### config.mk
export PLATFORM = sky130hd
export DESIGN_NAME = ov7670_stream_gen
export DESIGN_NICKNAME = d
export VERILOG_FILES = /design/src/rtl/ov7670_stream_gen.sv
export SDC_FILE = /design/constraint.sdc
export NUM_CORES = 1
export LEC_CHECK = 0
export CAP_MARGIN = 5
export CORE_AREA = 2 2 92 94
export CTS_BUF_LIST = sky130_fd_sc_hd__clkbuf_8
export CTS_CLUSTER_SIZE = 20
export DETAILED_ROUTE_END_ITERATION = 7
export DIE_AREA = 0 0 94 96
export PLACE_DENSITY = 0.8
export REMOVE_ABC_BUFFERS = 1
export SLEW_MARGIN = 5
export SYNTH_ARGS = -nofsm -noshare
export SYNTH_HDL_FRONTEND = slang
export SYNTH_SLANG_ARGS = --single-unit
### constraint.sdc
create_clock -name clk_i -period 4.25 [get_ports clk_i]
set_input_delay 1.275 -clock clk_i [delete_from_list [all_inputs] [get_ports clk_i]]
set_output_delay 1.275 -clock clk_i [all_outputs]
set_load 0.02 [all_outputs]
### src/rtl/ov7670_stream_gen.sv
// OV7670 sensor emulator: drives PCLK/VSYNC/HREF/D with VGA YUV422 framing and
// one of four deterministic luma test patterns.
module ov7670_stream_gen #(
  parameter int unsigned ACT_W       = 640,
  parameter int unsigned ACT_H       = 480,
  parameter int unsigned H_BLANK     = 288,
  parameter int unsigned VSYNC_LINES = 3,
  parameter int unsigned V_BACK      = 17,
  parameter int unsigned V_FRONT     = 10,
  parameter logic [7:0]  SOLID_Y     = 8'h80
) (
  input  logic        clk_i,
  input  logic        rst_i,
  input  logic        enable_i,
  input  logic [1:0]  mode_i,
  output logic        pclk_o,
  output logic        vsync_o,
  output logic        href_o,
  output logic [7:0]  d_o,
  output logic        frame_done_o,
  output logic        busy_o,
  output logic [15:0] frame_cnt_o
);

  localparam int unsigned LineTp = 2 * ACT_W + H_BLANK;
  localparam int unsigned HW     = $clog2(LineTp);
  localparam int unsigned LW     = 16;
  localparam int unsigned BarPix = ACT_W / 8;
  localparam int unsigned BW     = (BarPix > 1) ? $clog2(BarPix) : 1;

  typedef enum logic [2:0] {StIdle, StVsync, StVback, StActive, StVfront} state_e;

  state_e          state_q, state_d;
  logic            pclk_q;
  logic [HW-1:0]   h_q, h_d;
  logic [LW-1:0]   line_q, line_d;
  logic [1:0]      mode_q, mode_d;
  logic            busy_q, busy_d;
  logic            frame_done_q, frame_done_d;
  logic [15:0]     frame_cnt_q, frame_cnt_d;
  logic [7:0]      fcnt_lat_q, fcnt_lat_d;
  logic [2:0]      bar_q, bar_d;
  logic [BW-1:0]   bar_pix_q, bar_pix_d;

  logic tick, line_end, active_byte;

  // Tick is the clk edge where pclk falls; everything else moves only then.
  assign tick        = pclk_q;
  assign line_end    = (h_q == HW'(LineTp - 1));
  assign active_byte = (state_q == StActive) && (h_q < HW'(2 * ACT_W));

  always_ff @(posedge clk_i) begin
    if (rst_i) begin
      pclk_q       <= 1'b0;
      state_q      <= StIdle;
      h_q          <= '0;
      line_q       <= '0;
      mode_q       <= '0;
      busy_q       <= 1'b0;
      frame_done_q <= 1'b0;
      frame_cnt_q  <= '0;
      fcnt_lat_q   <= '0;
      bar_q        <= '0;
      bar_pix_q    <= '0;
    end else begin
      pclk_q       <= ~pclk_q;
      state_q      <= state_d;
      h_q          <= h_d;
      line_q       <= line_d;
      mode_q       <= mode_d;
      busy_q       <= busy_d;
      frame_done_q <= frame_done_d;
      frame_cnt_q  <= frame_cnt_d;
      fcnt_lat_q   <= fcnt_lat_d;
      bar_q        <= bar_d;
      bar_pix_q    <= bar_pix_d;
    end
  end

  always_comb begin
    state_d      = state_q;
    h_d          = h_q;
    line_d       = line_q;
    mode_d       = mode_q;
    busy_d       = busy_q;
    frame_done_d = 1'b0;
    frame_cnt_d  = frame_cnt_q;
    fcnt_lat_d   = fcnt_lat_q;
    bar_d        = bar_q;
    bar_pix_d    = bar_pix_q;
    if (tick) begin
      if (state_q != StIdle) begin
        h_d = line_end ? '0 : h_q + 1'b1;
        if (line_end) line_d = line_q + 1'b1;
      end
      // Bar index advances after each chroma byte, every BarPix pixels.
      if (line_end || (state_q != StActive)) begin
        bar_d     = '0;
        bar_pix_d = '0;
      end else if (active_byte && h_q[0]) begin
        if (bar_pix_q == BW'(BarPix - 1)) begin
          bar_pix_d = '0;
          bar_d     = bar_q + 1'b1;
        end else begin
          bar_pix_d = bar_pix_q + 1'b1;
        end
      end
      case (state_q)
        StIdle: begin
          if (enable_i) begin
            state_d    = StVsync;
            h_d        = '0;
            line_d     = '0;
            mode_d     = mode_i;
            busy_d     = 1'b1;
            fcnt_lat_d = frame_cnt_q[7:0];
          end
        end
        StVsync: begin
          if (line_end && (line_q == LW'(VSYNC_LINES - 1))) begin
            state_d = StVback;
            line_d  = '0;
          end
        end
        StVback: begin
          if (line_end && (line_q == LW'(V_BACK - 1))) begin
            state_d = StActive;
            line_d  = '0;
          end
        end
        StActive: begin
          if (line_end && (line_q == LW'(ACT_H - 1))) begin
            state_d = StVfront;
            line_d  = '0;
          end
        end
        StVfront: begin
          if (line_end && (line_q == LW'(V_FRONT - 1))) begin
            frame_done_d = 1'b1;
            frame_cnt_d  = frame_cnt_q + 16'd1;
            line_d       = '0;
            if (enable_i) begin
              state_d    = StVsync;
              mode_d     = mode_i;
              fcnt_lat_d = frame_cnt_d[7:0];
            end else begin
              state_d = StIdle;
              busy_d  = 1'b0;
            end
          end
        end
        default: state_d = StIdle;
      endcase
    end
  end

  logic [7:0] y_byte;

  always_comb begin
    case (mode_q)
      2'd0:    y_byte = {bar_q, 5'b0};
      2'd1:    y_byte = 8'(h_q >> 1);
      2'd2:    y_byte = 8'(h_q >> 1) + 8'(line_q) + fcnt_lat_q;
      default: y_byte = SOLID_Y;
    endcase
    vsync_o = (state_q == StVsync);
    href_o  = active_byte;
    d_o     = 8'h00;
    if (active_byte) d_o = h_q[0] ? 8'h80 : y_byte;
  end

  assign pclk_o       = pclk_q;
  assign busy_o       = busy_q;
  assign frame_done_o = frame_done_q;
  assign frame_cnt_o  = frame_cnt_q;

endmodule

# Word-level counts from Yosys, hierarchy flattened
# Cells that the tools add are included.
# classes
add_sub_neg	7
order_cmp	1
eq_ne	20
mux	40
bitwise_logic	2
n_reduce_logical	21
# op_table
cell	n
$mux 16	7
$pmux 16 s5	1
$mux 11	4
$mux 8	5
$add 16x1->16 const B	2
$mux 3	8
$pmux 8 s3	1
$mux 7	3
$add 8x8->8	2
$eq 16x2->1 const B	1
$eq 16x4->1 const B	1
$eq 16x5->1 const B	1
$eq 16x9->1 const B	1
$pmux 8 s2	1
$pmux 3 s5	1
$add 11x1->11 const B	1
$eq 11x11->1 const B	1
$lt 11x11->1 const B	1
$ne 2x2->1 const B	5
$reduce_and 5->1	2
$reduce_and 3->1	3
$add 7x1->7 const B	1
$eq 7x7->1 const B	1
$eq 3x2->1 const B	2
21 further kinds	35
# word_totals
register_bits	69
out_inout_bits	29
elab_cells	102

# Logic depth before layout (Yosys ltp)
# Gate-level depths: netlist (run 1).
# depth
ltp_word	5
ltp_mapped	10
depth_no_buf	10

# Least setup slack after synthesis (run 1)
# Ideal clock, no wire load.
# synth_path
path_kind	register to output
from	reg h_q[2]
to	out d_o[5]
arrival_time_ps	2405
required_time_ps	2975
setup_slack_ps	570
path_stages_with_launch	10
cell_sequence	dfxtp_1 fa_1 ha_1 inv_1 fa_1 nor2b_1 o21ai_0 nand2_1 o211ai_1 a211oi_1
# synth_via
elab_chain_cells	5
# synth_lines
element	line	rtl
start: declaration	35	logic [HW-1:0] h_q, h_d;
start signal: assignment	56	h_q <= '0;
start signal: assignment	68	h_q <= h_d;
$add 8x8->8 (2 in series)	163	2'd2: y_byte = 8'(h_q >> 1) + 8'(line_q) + fcnt_lat_q;
$pmux 8 s3	160	case (mode_q)
$mux 8	169	if (active_byte) d_o = h_q[0] ? 8'h80 : y_byte;
$mux 8 (*)	169	
end: declaration	19	output logic [7:0] d_o,
# Every way passes the cells marked *; elsewhere a longest branch is shown, timed or not.

# Final worst setup path (run 1)
# layout_path
from	reg line_q[1]
to	out d_o[7]
# layout_via
elab_chain_cells	5
# layout_lines
element	line	rtl
start: declaration	36	logic [LW-1:0] line_q, line_d;
start signal: assignment	69	line_q <= line_d;
$add 8x8->8 (2 in series)	163	
$pmux 8 s3	160	
$mux 8 (2 in series)	169	
# No other way between the ends.

==> impl_metrics.toml, run 1 <==
[logic_synthesis]
yosys_warnings = 0
synth.cell_area_mm2 = 0.00400
synth_top_area_cell = "sky130_fd_sc_hd__dfxtp_1"
netlist-cell-type-count = 55
synth.area.top_cells = "sky130_fd_sc_hd__dfxtp_1 (35%), sky130_fd_sc_hd__nor2_1 (7.8%), sky130_fd_sc_hd__xnor2_1 (6.8%), sky130_fd_sc_hd__xor2_1 (4.6%), sky130_fd_sc_hd__ha_1 (4.4%)"
synthFlopType = "sky130_fd_sc_hd__dfxtp_1"
synth.ff_latch_count = 69
ys_async_sr_fraction_pct = 0
synthDominantCellAreaShare_pct = 34.5
synth_area_per_cell_um2 = 8.30
syn-instance-count = 482
yosysSeqAreaShare_pct = 34.5
synth-edff-count = 0

[setup_path]
cp_slowest_cell = "sky130_fd_sc_hd__fa_1"
crit_path_frequent_cell = "sky130_fd_sc_hd__fa_1"
path_delay_family = "adder cells"
critical_path_buf_inv_count = 2
critPathRequiredTime_ns = 2.97
worst_setup_path_end_kind = "output port"
maximum_fanout_along_the_worst_path = 5
path_cells = "fa_1 > ha_1 > inv_1 > fa_1 > nor2b_2 > nor3_1 > o21bai_1 > a21oi_1 > xnor2_1 > a31oi_1 > buf_2"
start_kind = "flip-flop"
signal_arrival_time_at_the_worst_endpoint_ns = 2.87
critPathMaxStageDelay_ns = 0.52
timing.setup.critical_path_class = "flip-flop to output port"

[global_routing]
grtUsageTotal_pct = 22.5
busiest_layer = "met2"
gr-total-overflow = 0
grt_start_max_net_pins = 37
grt_pass1_vias = 3407
grt.met1_usage_pct = 27.0
grt_antenna_before_repair = 0
grt_util_met3_pct = 6.11
grt_pass1_wl_um = 15800
use_met2_pct = 38.4

[layout]
seq_area_mm2 = 0.00138
leading_cell_type_in_the_layout_fill_and_taps_excluded = "sky130_fd_sc_hd__nor2_1"
finish.net_count = 535
antenna_cells_inserted = 0
footprint_of_the_multi_input_gates_mm2 = 0.00245
fillerInstances = 737
area_delta_synth_final_pct = 14.4
drive_gt1_share_pct = 7.05
mostFrequentLayoutCells = "sky130_fd_sc_hd__nor2_1 (83), sky130_fd_sc_hd__dfxtp_1 (67), sky130_fd_sc_hd__nand2_1 (39), sky130_fd_sc_hd__xnor2_1 (31), sky130_fd_sc_hd__clkdlybuf4s50_1 (30)"
postLayoutCellArea_mm2 = 0.00458

[cts]
max-clock-path-buffers = 2
later_pin_clock_latency_in_the_skew_report_ns = 0.34
htree_levels = 3
root_buffer = "sky130_fd_sc_hd__clkbuf_8"
postCtsHoldBufs = 0
post-cts-setup-buffers = 0
clock_sinks = 69
clkSlewWorstSetupHoldPaths_ns = 0.07
cts_tree = "yes"
cts_made_buffers = 9

[die]
die_w_um = 94
io-pin-count = 34
row_count = 33
area_of_the_core_mm2 = 0.00805
initial_core_util_pct = 49.7
die-height_um = 96
floorplan.die_area_mm2 = 0.00902

[job]
cap_violations = 0

[sta]
period_minus_slack_ns = 4.14
final.hold.worst_slack_ns = 0.512
max_slew_margin_pct = 40.5
tightest_slew_ns = 0.890
final-hold-violation-count = 0
final_max_slew_viol_count = 0
finalSetupViolations = 0
fin_crit_sh_pct = 97.5
finalClockSkew_ns = 0.00879
max_freq_mhz = 241

[power]
total_power_mw = 1.26
worst_ir_drop_vdd_uv = 154
powerDensity_mw_per_mm2 = 276
leakagePower_nw = 1.61

[detailed_routing]
first_pass_iters = 5
drt_drc_violations_left = 0
post_drt_via_cell_ratio = 5.69
antenna_left = 0
first_iter_violations = 290
dr_total_vias = 3503
detail_route.wirelength_um = 9530
routed_length_per_placed_instance_um = 15.5

[placed_design]
half_perimeter_wire_length_of_the_detailed_placement_result_um = 7090
place.port_buffers = 33
weighted_congestion_reported_at_the_end_of_routability_driven_placement = 0.835
placedInstanceArea_mm2 = 0.00440

[worst_hold_path]
min-delay-path-class = "flip-flop to flip-flop"

[status]
outcome = "complete, no violations"
-- cells in the mapped netlist (3+ instances only) --
| master | instances |
|---|---|
| sky130_fd_sc_hd__nand2b_1 | 3 |
| sky130_fd_sc_hd__mux2i_1 | 4 |
| sky130_fd_sc_hd__a21oi_1 | 19 |
| sky130_fd_sc_hd__xnor2_1 | 31 |
| sky130_fd_sc_hd__buf_2 | 6 |
| sky130_fd_sc_hd__nor4_1 | 3 |
| sky130_fd_sc_hd__nor3_2 | 3 |
| sky130_fd_sc_hd__a21boi_1 | 3 |
| sky130_fd_sc_hd__nand3_1 | 19 |
| sky130_fd_sc_hd__nor2b_1 | 7 |
| sky130_fd_sc_hd__o21ai_0 | 11 |
| sky130_fd_sc_hd__nand3b_1 | 3 |
| sky130_fd_sc_hd__nand4_1 | 8 |
| sky130_fd_sc_hd__and3_1 | 8 |
| sky130_fd_sc_hd__nor2_1 | 83 |
| sky130_fd_sc_hd__a31oi_1 | 3 |
| sky130_fd_sc_hd__and4_1 | 6 |
| sky130_fd_sc_hd__inv_1 | 17 |
| sky130_fd_sc_hd__clkbuf_1 | 16 |
| sky130_fd_sc_hd__o21ai_1 | 4 |
| sky130_fd_sc_hd__or3_1 | 7 |
| sky130_fd_sc_hd__ha_1 | 14 |
| sky130_fd_sc_hd__fa_1 | 8 |
| sky130_fd_sc_hd__a22oi_1 | 6 |
| sky130_fd_sc_hd__dfxtp_1 | 69 |
| sky130_fd_sc_hd__nand2_1 | 39 |
| sky130_fd_sc_hd__a211oi_1 | 8 |
| sky130_fd_sc_hd__xor2_1 | 21 |
| sky130_fd_sc_hd__nor3_1 | 17 |
-- worst reg2reg max path: stages (launching register included) --
cell	delay [ns]
sky130_fd_sc_hd__dfxtp_1	0.51
sky130_fd_sc_hd__ha_1	0.28
sky130_fd_sc_hd__and4_1	0.33
sky130_fd_sc_hd__and4_1	0.35
sky130_fd_sc_hd__nand4_1	0.74
sky130_fd_sc_hd__nor3_1	0.52
sky130_fd_sc_hd__xnor2_1	0.17
sky130_fd_sc_hd__nor2_1	0.05
-- routing by layer --
metal | vias to the layer above | wire length, µm
met2 | 116 | 4600
met1 | 1654 | 4140
li1 | 1711 | -
met4 | 0 | 265
met5 | - | 0
met3 | 22 | 532
-- logic make-up (layout without fill, tap and decap cells) --
| logic type | Yosys count | after routing | synth area share, % |
|---|---|---|---|
| buffers and inverters | 41 | 70 | 4.32 |
| multiplexers | 5 | 5 | 1.28 |
| AO/OA/AOI/OAI | 71 | 71 | 11.6 |
| adder cells (fa/ha/maj) | 22 | 22 | 8.38 |
| XOR/XNOR | 52 | 52 | 11.4 |
| flip-flops | 69 | 69 | 34.5 |
| AND/OR/NAND/NOR | 222 | 222 | 28.5 |
-- where the power goes --
part	switching (mW)	internal, mW
registers	0.0134	0.656
clock network	0.233	0.276
logic	0.0527	0.0340
total	0.299	0.966
-- cell type report --
cell class | count | share of cell area [%]
clock buffer | 10 | 3.01
clock inverter | 4 | 0.930
timing repair buffer | 39 | 7.96
tap | 105 | 2.87
multi-input combinational | 372 | 53.6
inverter | 17 | 1.39
sequential | 69 | 30.2
-- flip-flops by register name (all words and copies together), names as in the netlist --
signal        count
state_q           3
fcnt_lat_q        8
bar_q             3
frame_done_o      1
h_q              11
pclk_o            1
mode_q            2
line_q           16
busy_o            1
bar_pix_q         7
frame_cnt_o      16
-- repair_timing --
action                                 CTS  global route
setup endpoints to repair                3             4
endpoints found under the hold margin    0             0
pin swaps                                0             0
gates resized for setup                  4            10
-- per-stage QoR --
stage | TNS, ns | cells | util, % | worst slack (ns)
after floorplan | 0 | 458 | - | 0.570
after global placement | 0 | 602 | 54.6 | 0.154
after detailed placement | 0 | 602 | 54.6 | 0.0461
after CTS | -0.0290 | 616 | 56.8 | -0.0290
after global routing | -0.0325 | 616 | 56.8 | -0.0325
final | 0 | 616 | 56.8 | 0.106
-- final timing paths --
| kind | startpoint | end | slack [ns] | cells past startpoint |
|---|---|---|---|---|
| worst max-delay path | line_q[1] | d_o[7] | 0.11 | 11 |
| worst min-delay path | bar_pix_q[2] | bar_pix_q[2] | 0.51 | 2 |
| worst max register to register | h_q[0] | frame_cnt_o[14] | 1.18 | 7 |
| worst min register to register | bar_pix_q[2] | bar_pix_q[2] | 0.51 | 2 |
(Power assumes the default switching activity.)
==> run 2, diff against run 1 <==
--- a/config.mk
+++ b/config.mk
@@ -11,7 +11,7 @@
 export CTS_CLUSTER_SIZE = 20
 export DETAILED_ROUTE_END_ITERATION = 7
 export DIE_AREA = 0 0 94 96
-export PLACE_DENSITY = 0.8
+export PLACE_DENSITY = 0.7
 export REMOVE_ABC_BUFFERS = 1
 export SLEW_MARGIN = 5
 export SYNTH_ARGS = -nofsm -noshare
==> run 2 against run 1 <==
Sequential share of layout area fell by 0.39 points. Sequential cell count is the same. Clock power is 27% higher. Largest cell class unchanged. Total power increased by 11%.
==> impl_metrics.toml, run 2 (same netlist as run 1, synthesis figures left out) <==
[status]
outcome = "complete, no violations"

[setup_path]
rr_worst_depth = 6
worst_setup_path_end_kind = "output port"
critPathRequiredTime_ns = 2.97
worst-r2r-setup-slack_ns = 1.28
reg2reg_capture_point = "frame_cnt_o[3]"
signal_arrival_time_at_the_worst_endpoint_ns = 2.86
critical_path_buf_inv_count = 2
critPathMaxStageDelay_ns = 0.51
crit_path_frequent_cell = "sky130_fd_sc_hd__fa_1"
maximum_fanout_along_the_worst_path = 5
worstReg2RegStart = "h_q[0]"
timing.setup.critical_path_class = "flip-flop to output port"
path_cells = "fa_1 > ha_1 > inv_1 > fa_1 > nor2b_1 > nor3_1 > o21bai_1 > a21oi_1 > xnor2_1 > a31oi_1 > buf_2"
start_kind = "flip-flop"
cp_slowest_cell = "sky130_fd_sc_hd__fa_1"
path_delay_family = "adder cells"

[die]
row_count = 33
die_w_um = 94
die-height_um = 96
io-pin-count = 34
area_of_the_core_mm2 = 0.00805
floorplan.die_area_mm2 = 0.00902
initial_core_util_pct = 49.7

[power]
netSwitchingFraction_pct = 23.1
switching_power_mw = 0.324
leakagePower_nw = 1.67
comb_power_share_pct = 6.0
power.share.sequential_pct = 47.8
powerDensity_mw_per_mm2 = 302
p_int_mw = 1.08
worst_ir_drop_vdd_uv = 264
clock_share_of_power_pct = 46.2

[layout]
antenna_cells_inserted = 0
leading_cell_type_in_the_layout_fill_and_taps_excluded = "sky130_fd_sc_hd__nor2_1"
mostFrequentLayoutCells = "sky130_fd_sc_hd__nor2_1 (83), sky130_fd_sc_hd__dfxtp_1 (68), sky130_fd_sc_hd__nand2_1 (39), sky130_fd_sc_hd__xnor2_1 (31), sky130_fd_sc_hd__clkdlybuf4s50_1 (28)"
postLayoutCoreUtil_pct = 57.5
finish.net_count = 535
area_delta_synth_final_pct = 15.8
footprint_of_the_multi_input_gates_mm2 = 0.00245
fillerInstances = 739
drive_gt1_share_pct = 7.02
seq_area_mm2 = 0.00138
postLayoutCellArea_mm2 = 0.00463

[cts]
root_buffer = "sky130_fd_sc_hd__clkbuf_8"
htree_levels = 3
clock_sinks = 69
later_pin_clock_latency_in_the_skew_report_ns = 0.35
cts_tree = "yes"
clkSlewWorstSetupHoldPaths_ns = 0.07
cts_made_buffers = 9
max-clock-path-buffers = 2

[sta]
finalClockSkew_ns = 0.0111
fin_crit_sh_pct = 97.3
final.hold.worst_slack_ns = 0.483
final-hold-violation-count = 0
max_freq_mhz = 242
max_slew_margin_pct = 40.9
final_max_slew_viol_count = 0
tightest_slew_ns = 0.883
period_minus_slack_ns = 4.14
finalSetupViolations = 0
setup_repair_after_global_routing_missed_its_margin = "no"

[global_routing]
grtUsageTotal_pct = 21.1
grt_pass1_wl_um = 14800
grt_antenna_before_repair = 0
gr-total-overflow = 0
grt_start_max_net_pins = 37
grt_pass1_vias = 3165

[detailed_routing]
post_drt_via_cell_ratio = 5.42
routedLengthMet1_um = 4270
routed_length_per_placed_instance_um = 14.6
antenna_left = 0
detail_route.wirelength_um = 9020
wl_met3_um = 316
first_pass_iters = 4
highest_routing_layer_actually_used = "met4"
detailroute.wirelength.met2_um = 4220
first_iter_violations = 148
drt_drc_violations_left = 0
dr_total_vias = 3349

[worst_hold_path]
hold_path.startpoint = "bar_pix_q[2]"
whs_path_depth = 2
min-delay-path-class = "flip-flop to flip-flop"
whs_endpoint = "bar_pix_q[2]"

[placed_design]
placedInstanceArea_mm2 = 0.00440
weighted_congestion_reported_at_the_end_of_routability_driven_placement = 0.885
place.port_buffers = 33
half_perimeter_wire_length_of_the_detailed_placement_result_um = 6630

[job]
cap_violations = 0
[run 2: stage by stage]
step	setup slack, ns	total power [mW]	std cells	TNS [ns]
6_report	0.113	1.40	618	0
5_1_grt	0.00919	1.45	618	0
4_1_cts	-0.0133	1.41	618	-0.0133
3_5_place_dp	0.0790	0.768	602	0
3_3_place_gp	0.137	0.766	602	0
2_1_floorplan	0.570	0.732	458	0
[run 2: final cells by class]
type / count / area share, %
Inverter: 17 / 1.38
Clock buffer: 9 / 2.67
Timing Repair Buffer: 39 / 7.97
Clock inverter: 7 / 2.49
Tap cell: 105 / 2.84
Sequential cell: 69 / 29.8
Multi-Input combinational cell: 372 / 52.8
[run 2: repair_timing]
action / CTS / global route
buffers inserted: 0 / 0
setup endpoints to repair: 3 / 4
hold buffers: 0 / 0
hold endpoints to repair: 0 / 0
pin swaps: 0 / 0
resized for setup: 4 / 9
[run 2: how the worst max path moves through the flow]
stage | start | end | slack, ns | cells past startpoint
after floorplan | h_q[2] | d_o[5] | 0.57 | 9
after global placement | line_q[1] | d_o[7] | 0.14 | 11
after detailed placement | line_q[1] | d_o[7] | 0.08 | 11
after CTS | line_q[1] | d_o[7] | -0.01 | 11
after global routing | h_q[3] | d_o[6] | 0.009 | 9
final | line_q[1] | d_o[7] | 0.11 | 11
[run 2: power groups by stage]
stage / logic (mW) / registers [mW] / clock network, mW
finish: 0.0836 / 0.669 / 0.647
CTS: 0.0843 / 0.669 / 0.659
floorplan: 0.0506 / 0.682 / 0
detailed placement: 0.0840 / 0.684 / 0
global route: 0.0938 / 0.670 / 0.689
global placement: 0.0828 / 0.684 / 0
[run 2: routing by layer]
layer  GRT usage (%)  vias up
met4            7.61        0
met1            27.3     1559
li1                -     1713
met2            34.3       62
met5               0        -
met3            5.25       15
[run 2: worst register-to-register path, delay by kind of cell (launching register included)]
family                     cells  cell delay (ns)
AOI/OAI and AO/OA              1             0.16
and+or+nand+nor                4             1.99
adders and majority gates      1             0.25
DFF                            1             0.50
==> run 3, diff against run 2 <==
--- a/config.mk
+++ b/config.mk
@@ -5,13 +5,13 @@
 export SDC_FILE = /design/constraint.sdc
 export NUM_CORES = 1
 export LEC_CHECK = 0
-export CAP_MARGIN = 5
+export CAP_MARGIN = 20
 export CORE_AREA = 2 2 92 94
 export CTS_BUF_LIST = sky130_fd_sc_hd__clkbuf_8
 export CTS_CLUSTER_SIZE = 20
 export DETAILED_ROUTE_END_ITERATION = 7
 export DIE_AREA = 0 0 94 96
-export PLACE_DENSITY = 0.7
+export PLACE_DENSITY = 0.73
 export REMOVE_ABC_BUFFERS = 1
 export SLEW_MARGIN = 5
 export SYNTH_ARGS = -nofsm -noshare
==> constraint.sdc (replaced) <==
create_clock -name clk_i -period 3.5 [get_ports clk_i]
set_input_delay 1.05 -clock clk_i [delete_from_list [all_inputs] [get_ports clk_i]]
set_output_delay 1.05 -clock clk_i [all_outputs]
set_load 0.02 [all_outputs]
==> run 3 against run 2 <==
The run now ends with setup timing left. Cell area up 5.0%. Clock power is 24% higher. Worst setup slack worse by 0.37 ns. Register-to-register slack lost 0.47 ns. Largest cell class unchanged.
==> impl_metrics.toml, run 3 (same netlist as run 1, synthesis figures left out) <==
[sta]
period_minus_slack_ns = 3.76
tns_ns = -0.702
postLayoutSetupSlackWorst_ns = -0.257
finalClockSkew_ns = 0.00944
setup_repair_after_global_routing_missed_its_margin = "yes"
tightest_slew_ns = 0.661
final-hold-violation-count = 0
finalSetupViolations = 5
final_max_slew_viol_count = 0
max_slew_margin_pct = 55.9
fin_crit_sh_pct = 107
max_freq_mhz = 266

[die]
floorplan.die_area_mm2 = 0.00902
die_w_um = 94
io-pin-count = 34
row_count = 33
die-height_um = 96
initial_core_util_pct = 49.7
area_of_the_core_mm2 = 0.00805

[global_routing]
grtUsageTotal_pct = 22.9
gr-total-overflow = 0
grt_pass1_vias = 3479
grt_pass1_wl_um = 16200
grt_start_max_net_pins = 36
grt_antenna_before_repair = 0

[power]
leakagePower_nw = 1.78
worst_ir_drop_vdd_uv = 234
powerDensity_mw_per_mm2 = 356

[detailed_routing]
dr_total_vias = 3534
routed_length_per_placed_instance_um = 14.8
drt_drc_violations_left = 0
post_drt_via_cell_ratio = 5.48
detail_route.wirelength_um = 9540
antenna_left = 0
first_iter_violations = 162
first_pass_iters = 4

[cts]
max-clock-path-buffers = 2
root_buffer = "sky130_fd_sc_hd__clkbuf_8"
htree_levels = 3
later_pin_clock_latency_in_the_skew_report_ns = 0.36
clkSlewWorstSetupHoldPaths_ns = 0.08
cts_made_buffers = 9
cts_tree = "yes"
clock_sinks = 69

[layout]
area_delta_synth_final_pct = 21.6
drive_gt1_share_pct = 14.3
mostFrequentLayoutCells = "sky130_fd_sc_hd__nor2_1 (83), sky130_fd_sc_hd__dfxtp_1 (68), sky130_fd_sc_hd__nand2_1 (39), sky130_fd_sc_hd__buf_4 (36), sky130_fd_sc_hd__xnor2_1 (30)"
postLayoutCoreUtil_pct = 60.4
postLayoutCellArea_mm2 = 0.00486
finish.net_count = 562
leading_cell_type_in_the_layout_fill_and_taps_excluded = "sky130_fd_sc_hd__nor2_1"
antenna_cells_inserted = 0

[setup_path]
worst_setup_path_end_kind = "output port"
path_cells = "fa_1 > ha_2 > inv_2 > fa_2 > nor2b_4 > nor3_2 > o21bai_1 > a21oi_1 > xnor2_1 > a31oi_1 > buf_4"
start_kind = "flip-flop"
signal_arrival_time_at_the_worst_endpoint_ns = 2.71
timing.setup.critical_path_class = "flip-flop to output port"
path_delay_family = "adder cells"
critical_path_buf_inv_count = 2
cp_slowest_cell = "sky130_fd_sc_hd__fa_1"
maximum_fanout_along_the_worst_path = 2
critPathMaxStageDelay_ns = 0.54
critPathRequiredTime_ns = 2.45

[placed_design]
placedInstanceArea_mm2 = 0.00459
weighted_congestion_reported_at_the_end_of_routability_driven_placement = 0.873
place.port_buffers = 33
half_perimeter_wire_length_of_the_detailed_placement_result_um = 6940

[worst_hold_path]
min-delay-path-class = "flip-flop to flip-flop"

[job]
cap_violations = 0

[status]
violations = "setup timing"
outcome = "complete, but fails checks"
==> run 3: cell count changes in the layout (fill, tap and decap cells not counted), moves of 2 or more <==
cell / delta
sky130_fd_sc_hd__inv_1: -2
sky130_fd_sc_hd__nor2b_1: -2
sky130_fd_sc_hd__dlymetal6s2s_1: -2
sky130_fd_sc_hd__buf_4: +30
sky130_fd_sc_hd__o21ai_0: -2
sky130_fd_sc_hd__buf_2: +2
==> run 3: final cells by class <==
| type | instances | area (µm²) |
|---|---|---|
| Fill cell | 723 | 3190 |
| Multi-Input combinational cell | 372 | 2480 |
| Sequential cell | 69 | 1380 |
| Timing Repair Buffer | 66 | 556 |
| Clock buffer | 10 | 138 |
| Tap cell | 105 | 131 |
| Clock inverter | 6 | 110 |
| Inverter | 17 | 63.8 |
==> run 3: worst register-to-register path: stages, from the launching register on <==
cell and delay (ns):
sky130_fd_sc_hd__dfxtp_1 0.50, sky130_fd_sc_hd__ha_1 0.25, sky130_fd_sc_hd__and4_1 0.32, sky130_fd_sc_hd__nand4_1 0.32
sky130_fd_sc_hd__buf_4 0.29, sky130_fd_sc_hd__nor3_1 0.17, sky130_fd_sc_hd__o21ai_1 0.09, sky130_fd_sc_hd__a22oi_1 0.27
sky130_fd_sc_hd__buf_4 0.25, sky130_fd_sc_hd__o32ai_1 0.11
==> run 3: per-stage QoR <==
stage	worst slack, ns	std cells	hold slack (ns)	total power [mW]
3_5_place_dp	-0.394	628	0.483	0.943
2_1_floorplan	0.0446	458	0.438	0.889
5_1_grt	-0.373	645	0.515	1.79
3_3_place_gp	-0.333	628	0.462	0.941
6_report	-0.257	645	0.483	1.73
4_1_cts	-0.227	644	0.493	1.74
==> run 3: power by group <==
group	total (mW)	internal, mW	switching, mW	leakage, nW
Combinational	0.121	0.0488	0.0722	1.11
Clock	0.803	0.491	0.312	0.119
Sequential	0.807	0.796	0.0107	0.558
==> run 3: what timing repair did <==
item                                    4_1_cts  5_1_grt
endpoints found under the setup margin        6        8
hold buffers                                  0        0
resized for setup                            36        6
buffers inserted                              0        1
pin swaps                                     6        7
gates cloned                                  0        0
==> run 3: routing by layer <==
metal	vias up	track usage [%]	part of all wire, %
met5	-	0	0
met4	0	10.9	2.2
met2	81	39.3	49
li1	1762	-	-
met1	1677	28.0	44
met3	14	3.92	4.4
==> run 3: final timing paths <==
check	cells past startpoint	endpoint	slack, ns	from
worst min register to register	2	bar_pix_q[2]	0.48	bar_pix_q[2]
worst max register to register	9	line_q[1]	0.81	h_q[0]
worst min-delay path	2	bar_pix_q[2]	0.48	bar_pix_q[2]
worst max-delay path	11	d_o[7]	-0.26	h_q[2]
